<file path="config.mk">
export PLATFORM = sky130hd
export DESIGN_NAME = sram_access_arbiter
export DESIGN_NICKNAME = d
export VERILOG_FILES = /design/src/rtl/memctl_pkg.sv /design/src/rtl/sram_access_arbiter_reg.sv /design/src/rtl/sram_access_arbiter.sv
export SDC_FILE = /design/constraint.sdc
export NUM_CORES = 1
export LEC_CHECK = 0
export CAP_MARGIN = 20
export CORE_UTILIZATION = 46
export CTS_BUF_LIST = sky130_fd_sc_hd__clkbuf_2 sky130_fd_sc_hd__clkbuf_4 sky130_fd_sc_hd__clkbuf_8
export CTS_CLUSTER_SIZE = 14
export DETAILED_ROUTE_END_ITERATION = 10
export GPL_TIMING_DRIVEN = 0
export HOLD_SLACK_MARGIN = 0.15
export PLACE_DENSITY = 0.9
export SLEW_MARGIN = 20
export SYNTH_ARGS = -nofsm -noshare
export SYNTH_HDL_FRONTEND = slang
export SYNTH_HIERARCHICAL = 1
export SYNTH_SLANG_ARGS = --single-unit
</file>
<file path="constraint.sdc">
create_clock -name Clk -period 4.4 [get_ports Clk]
set_input_delay 0.88 -clock Clk [delete_from_list [all_inputs] [get_ports Clk]]
set_output_delay 0.88 -clock Clk [all_outputs]
set_load 0.01 [all_outputs]
</file>
<file path="src/rtl/memctl_pkg.sv">
// memctl_pkg: shared types and widths for the SRAM access arbiter.
package memctl_pkg;
   localparam int ADDR_W = 16;
   localparam int DATA_W = 16;
   typedef enum logic [1:0] {IDLE, ACCESS, DONE} state_t;
   typedef enum logic {OWN_CPU, OWN_VID} owner_t;
endpackage

</file>
<file path="src/rtl/sram_access_arbiter_reg.sv">
// sram_access_arbiter_reg: loadable data register with synchronous clear.
module sram_access_arbiter_reg #(
   parameter int W = 16
) (
   input  logic         clk,
   input  logic         rst,
   input  logic         load,
   input  logic [W-1:0] d,
   output logic [W-1:0] q
);
   always_ff @(posedge clk)
      if (rst) q <= '0;
      else if (load) q <= d;
endmodule

</file>
<file path="src/rtl/sram_access_arbiter.sv">
// sram_access_arbiter: shares one SRAM between the CPU port and the video fetch port,
// holding the latched access for WAIT_STATES+1 cycles and pulsing completion once.
module sram_access_arbiter
   import memctl_pkg::*;
#(
   parameter int WAIT_STATES    = 1,
   parameter int VID_MAX_STREAK = 4
) (
   input  logic              Clk,
   input  logic              Reset,
   input  logic              CPU_Req,
   input  logic              CPU_R_W,
   input  logic [ADDR_W-1:0] CPU_Addr,
   input  logic [DATA_W-1:0] CPU_WData,
   output logic [DATA_W-1:0] CPU_RData,
   output logic              CPU_Ready,
   input  logic              Vid_Req,
   input  logic [ADDR_W-1:0] Vid_Addr,
   output logic [DATA_W-1:0] Vid_RData,
   output logic              Vid_Valid,
   output logic [ADDR_W-1:0] Mem_Addr,
   output logic [DATA_W-1:0] Mem_DOut,
   input  logic [DATA_W-1:0] Mem_DIn,
   output logic              Mem_CE,
   output logic              Mem_OE,
   output logic              Mem_WE
);
   localparam logic [3:0] MAX_STREAK = 4'(VID_MAX_STREAK);
   state_t            state, state_nx;
   owner_t            owner;
   logic              rw_q;
   logic [ADDR_W-1:0] addr_q;
   logic [DATA_W-1:0] wdata_q;
   logic [2:0]        cnt;
   logic [3:0]        streak;
   logic              cpu_win, grant, capture;
   // Video is favoured unless the CPU has been starved for MAX_STREAK grants.
   assign cpu_win = CPU_Req && (!Vid_Req || streak == MAX_STREAK);
   assign grant   = state == IDLE && (CPU_Req || Vid_Req);
   assign capture = state == ACCESS && cnt == 3'd0 && !rw_q;
   always_ff @(posedge Clk)
      if (Reset) begin
         state   <= IDLE;
         owner   <= OWN_CPU;
         rw_q    <= 1'b0;
         addr_q  <= '0;
         wdata_q <= '0;
         cnt     <= 3'd0;
         streak  <= 4'd0;
      end else begin
         state <= state_nx;
         if (grant) begin
            owner   <= cpu_win ? OWN_CPU : OWN_VID;
            rw_q    <= cpu_win && CPU_R_W;
            addr_q  <= cpu_win ? CPU_Addr : Vid_Addr;
            wdata_q <= cpu_win ? CPU_WData : wdata_q;
            cnt     <= 3'(WAIT_STATES);
         end else if (state == ACCESS && cnt != 3'd0)
            cnt <= cnt - 3'd1;
         if (state == IDLE)
            streak <= (cpu_win || !CPU_Req) ? 4'd0 :
                      (Vid_Req && streak < MAX_STREAK) ? streak + 4'd1 : streak;
      end
   always_comb begin
      state_nx = state == IDLE   ? (grant ? ACCESS : IDLE) :
                 state == ACCESS ? (cnt == 3'd0 ? DONE : ACCESS) : IDLE;
   end
   always_comb begin
      Mem_CE    = state == ACCESS;
      Mem_OE    = Mem_CE && !rw_q;
      Mem_WE    = Mem_CE && rw_q;
      CPU_Ready = state == DONE && owner == OWN_CPU;
      Vid_Valid = state == DONE && owner == OWN_VID;
   end
   assign Mem_Addr = addr_q;
   assign Mem_DOut = wdata_q;
   sram_access_arbiter_reg #(.W(DATA_W)) u_cpu_rdata (
      .clk (Clk),
      .rst (Reset),
      .load(capture && owner == OWN_CPU),
      .d   (Mem_DIn),
      .q   (CPU_RData)
   );
   sram_access_arbiter_reg #(.W(DATA_W)) u_vid_rdata (
      .clk (Clk),
      .rst (Reset),
      .load(capture && owner == OWN_VID),
      .d   (Mem_DIn),
      .q   (Vid_RData)
   );
endmodule

</file>
After elaboration in Yosys (flattened, before gate mapping)
Cells that the tools add are included.
{"block": "op_classes", "addsub": 2, "order_cmp": 1, "eq_ne": 3, "muxes": 10, "bitwise_logic": 1, "reduce_logical": 27}
{"cell": "$mux W16", "n": 1}
{"cell": "$logic_and A1 B1 Y1", "n": 13}
{"cell": "$mux W4", "n": 2}
{"cell": "$mux W2", "n": 3}
{"cell": "$add A4 B1 Y4 const B", "n": 1}
{"cell": "$eq A4 B3 Y1 const B", "n": 1}
{"cell": "$lt A4 B3 Y1 const B", "n": 1}
{"cell": "$mux W1", "n": 4}
{"cell": "$reduce_and A2 Y1", "n": 2}
{"cell": "$reduce_bool A2 Y1", "n": 2}
{"cell": "$logic_not A1 Y1", "n": 3}
{"cell": "$logic_not A3 Y1", "n": 1}
{"cell": "$logic_or A1 B1 Y1", "n": 3}
{"cell": "$reduce_bool A3 Y1", "n": 1}
{"cell": "$sub A3 B1 Y3 const B", "n": 1}
{"cell": "$eq A2 B1 Y1 const B", "n": 1}
{"cell": "$eq A2 B2 Y1 const B", "n": 1}
{"cell": "$logic_not A2 Y1", "n": 1}
{"cell": "$reduce_or A2 Y1", "n": 1}
{"cell": "$not A1 Y1", "n": 1}
{"block": "totals", "ff_bits": 75, "wordCells": 54}

Longest topological paths before layout
{"block": "logic_depth", "ltp_word": 6, "ltp_mapped": 8}

By module
The synthesis kept the hierarchy.
{"module": "sram_access_arbiter", "instances": 1, "cells_per_inst": 171, "area_per_inst_um2": 1816.7, "seq_area_each_um2": 860.8}
{"module": "sram_access_arbiter_reg", "instances": 2, "cells_per_inst": 52, "area_per_inst_um2": 580.6, "seq_area_each_um2": 320.3}

Worst setup path after synthesis
OpenSTA, ideal clock, no wires.
{"block": "synth_timing", "path_type": "in2reg", "from": "input port Vid_Req", "to": "register wdata_q[10] (netlist: Mem_DOut[10])", "setup_ps": 128, "arrival_time_ps": 1825, "required_ps": 4272, "path_slack_ps": 2448, "path_stages": 5, "n_path_buf": 1, "cell_sequence": "nand2b_1 a21oi_4 buf_12 mux2i_1 nor2_1"}
{"block": "synth_between", "elab_chain_len": 4, "elab_cells_between_ends": 6, "cone_classes": "reduce/logical: 6"}
{"element": "start, declared", "line": "sram_access_arbiter.sv:17", "rtl": "input logic Vid_Req,"}
{"element": "$logic_not A1 Y1", "line": "sram_access_arbiter.sv:38", "rtl": "assign cpu_win = CPU_Req && (!Vid_Req || streak == MAX_STREAK);"}
{"element": "$logic_or A1 B1 Y1", "line": "sram_access_arbiter.sv:38"}
{"element": "$logic_and A1 B1 Y1", "line": "sram_access_arbiter.sv:38"}
{"element": "$reduce_and A2 Y1 (no source line) (*)"}
{"element": "end signal, assigned", "line": "sram_access_arbiter.sv:56", "rtl": "wdata_q <= cpu_win ? CPU_WData : wdata_q;"}
{"element": "end, declared", "line": "sram_access_arbiter.sv:33", "rtl": "logic [DATA_W-1:0] wdata_q;"}
Every way passes the cells marked *; elsewhere a longest branch is shown, timed or not.
A chain may end at the register's enable or synchronous reset.

Worst setup path after layout
{"block": "layout_timing", "from": "register state[0]", "to": "output port Mem_WE"}
{"block": "layout_between", "elab_chain_len": 2}
{"element": "start, declared", "line": "sram_access_arbiter.sv:29", "rtl": "state_t state, state_nx;"}
{"element": "start signal, assigned", "line": "sram_access_arbiter.sv:51", "rtl": "state <= state_nx;"}
{"element": "$eq A2 B1 Y1", "line": "sram_access_arbiter.sv:69", "rtl": "Mem_CE = state == ACCESS;"}
{"element": "$logic_and A1 B1 Y1", "line": "sram_access_arbiter.sv:71", "rtl": "Mem_WE = Mem_CE && rw_q;"}
{"element": "end, declared", "line": "sram_access_arbiter.sv:26", "rtl": "output logic Mem_WE"}
Every way passes these cells.

==> impl_metrics.ini <==
[route]
antenna_left = 0
drtIter0Drc = 79
drc = 0
dr.pass1.iters = 5
vias = 2551
drt-vias-per-instance = 5.07
routed_wirelength_um = 7190
routedWlPerCell_um = 14.3

[synthesis]
syn_area_um2 = 2980
netlist_top_cells_area = dfxtp_1 50%, mux2i_1 16%, nor2_1 6.3%
avgSynthCellArea_um2 = 10.8
synth_warnings = 6
async_reset_ff_share_pct = 0
synth_common_cells = 75 x dfxtp_1, 50 x nor2_1, 48 x mux2i_1
synthDistinctLibCells = 37
ys.flop_type = dfxtp_1
synth_edf_count = 0
yosysMostFrequentCell = dfxtp_1
syn_inst = 275
synth_top_area_share_pct = 50.4
synth_fp_nets = 348
synth_top_area_cell = dfxtp_1
ys_ff_latch = 75
synth_seq_area_share_pct = 50.4

[hold_path]
worstHoldStart = Mem_Addr[3]
hold_path_depth = 1
worstHoldEndpoint = Mem_Addr[3]
hold_class = reg2reg

[global_routing]
antenna_found_initial = 0
grt_max_degree = 13
grt.overflow.total = 0
grt_pass1_wl_um = 11000
grt_use_total_pct = 21.5
grt_pass1_vias = 2451

[worst_setup_path]
rr_worst_depth = 7
crit_arrival_ns = 1.86
path_max_fanout = 5
r2r_setup_slack_ns = 2.61
rr_endpoint = Mem_DOut[11]
critical-path-top-delay-family = buffers and inverters
critical_path_class = reg2out
worstSetupStartpointType = flip-flop
cp_cell_sequence = or2b_1 > inv_1 > and2_1 > clkdlybuf4s50_1
crit_buf_inv = 2
r2r-start = streak[0]
crit_required_ns = 3.52
cp_slowest_cell = clkdlybuf4s50_1
max_stage_delay_ns = 0.55
cp-end-kind = primary output

[cells_and_area]
layout.nets = 496
fillers = 421
antennaDiodeCount = 0
utilization_pct = 77.2
final_cells = 503
syn2layout_area_growth_pct = 58.1
regArea_um2 = 1500
multi_input_area_um2 = 1290
layout-drive-gt1-share_pct = 7.48

[timing]
finClkSkew_ns = 0.00826
period_share_pct = 62.3
finalSetupViolCount = 0
worst_pin_slew_ns = 0.500
grt_setup_unrepaired = no
finalCriticalPeriod_ns = 2.74
clock.fmax_ghz = 0.365
slew_headroom_pct = 66.7
finalHoldViolCount = 0
tns_ns = 0
maxSlewViolCount = 0
whs_ns = 0.454

[floorplan]
pin_count = 138
fp.dieW_um = 82.5
num_rows = 28
floorplan.initialDensity_pct = 48.9
dieHeight_um = 82.5
die_area_um2 = 6800
coreArea_um2 = 6100

[placement]
globalplace.congestion = 0.711
dp.cells = 487
io_buffers = 137
place_hpwl_um = 5280

[outcome]
outcome = complete, no violations

[clock_tree]
clkLatencyLatePin_ns = 0.34
clkTransAtPathRegs_ns = 0.08
htree_levels = 3
tritoncts = built
root_buffer = clkbuf_8
cts_sinks = 75
post_cts_resized = 0
ctsLongestPathBuffers = 2
cts_hold_buf = 0
cts_buffers = 9
postCtsSetupRepairBufs = 0

[flow_run]
max_cap_violations = 0

[power]
vdd_drop_max_mv = 0.300
p_leak_nw = 1.91
power_density_nw_per_um2 = 377
[layout make-up]
class / count / share of cell area, %
plain buffers: 17 / 3.40
clock buffers: 11 / 2.95
clock inverters: 5 / 2.66
inverters: 8 / 0.638
multi-input cells: 175 / 27.3
flip-flops and latches: 75 / 31.9
well taps: 75 / 1.99
repair buffers: 137 / 29.1
[power by group]
group	switching, mW	internal (mW)
clock network	0.244	0.446
registers	0.0250	0.723
logic	0.136	0.200
[layer usage]
layer  GRT usage [%]  wire length [um]  up-vias
met5               0                 0        -
met4            8.42                83        0
met3            6.04               539       11
met2            39.0              3700       97
met1            23.6              2860     1185
li1                -                 -     1258
[state kept, by name, indices dropped and copies added (netlist names)]
name           cells
Mem_Addr          16
Mem_DOut          16
u_cpu_rdata/q     16
u_vid_rdata/q     16
streak             4
cnt                3
state              2
owner              1
rw_q               1
[kinds of logic (layout without fill, tap and decap cells)]
kind of cell / after synthesis / after routing / share of synthesized area (%)
flops: 75 / 75 / 50.4
simple gates: 72 / 72 / 11.3
compound gates: 49 / 49 / 13.4
mux: 48 / 48 / 16.1
buf+inv: 25 / 178 / 6.39
fa+ha+maj: 4 / 4 / 1.68
xor+xnor: 2 / 2 / 0.588
[placed cells by master, fill, tap and decap left out, drive strengths merged, types with 3 or more instances in the layout]
cell type	instances
a211oi	3
a21o	17
a21oi	5
a22o	16
and2	4
buf	13
bufinv	4
clkbuf	15
clkdlybuf4s50	137
dfxtp	75
ha	4
inv	8
mux2i	48
nand2	4
nand2b	3
nor2	50
[stage by stage]
step	total power, mW	setup slack (ns)	cell area [um^2]
after floorplan	0.924	2.45	2980
after global placement	1.09	1.76	4440
after detailed placement	1.10	1.74	4440
after CTS	1.79	1.65	4710
after global routing	1.85	1.52	4710
final	1.77	1.66	4710
[worst max-delay path by stage]
stage                   from      endpoint  cells past startpoint
floorplan            Vid_Req  Mem_DOut[10]                      5
global placement       Reset   Mem_Addr[7]                      7
detailed placement     Reset  Mem_Addr[10]                      7
CTS                 state[0]        Mem_WE                      4
global route        state[0]        Mem_WE                      4
finish              state[0]        Mem_WE                      4
No activity file was read; power rests on OpenSTA's default activity.
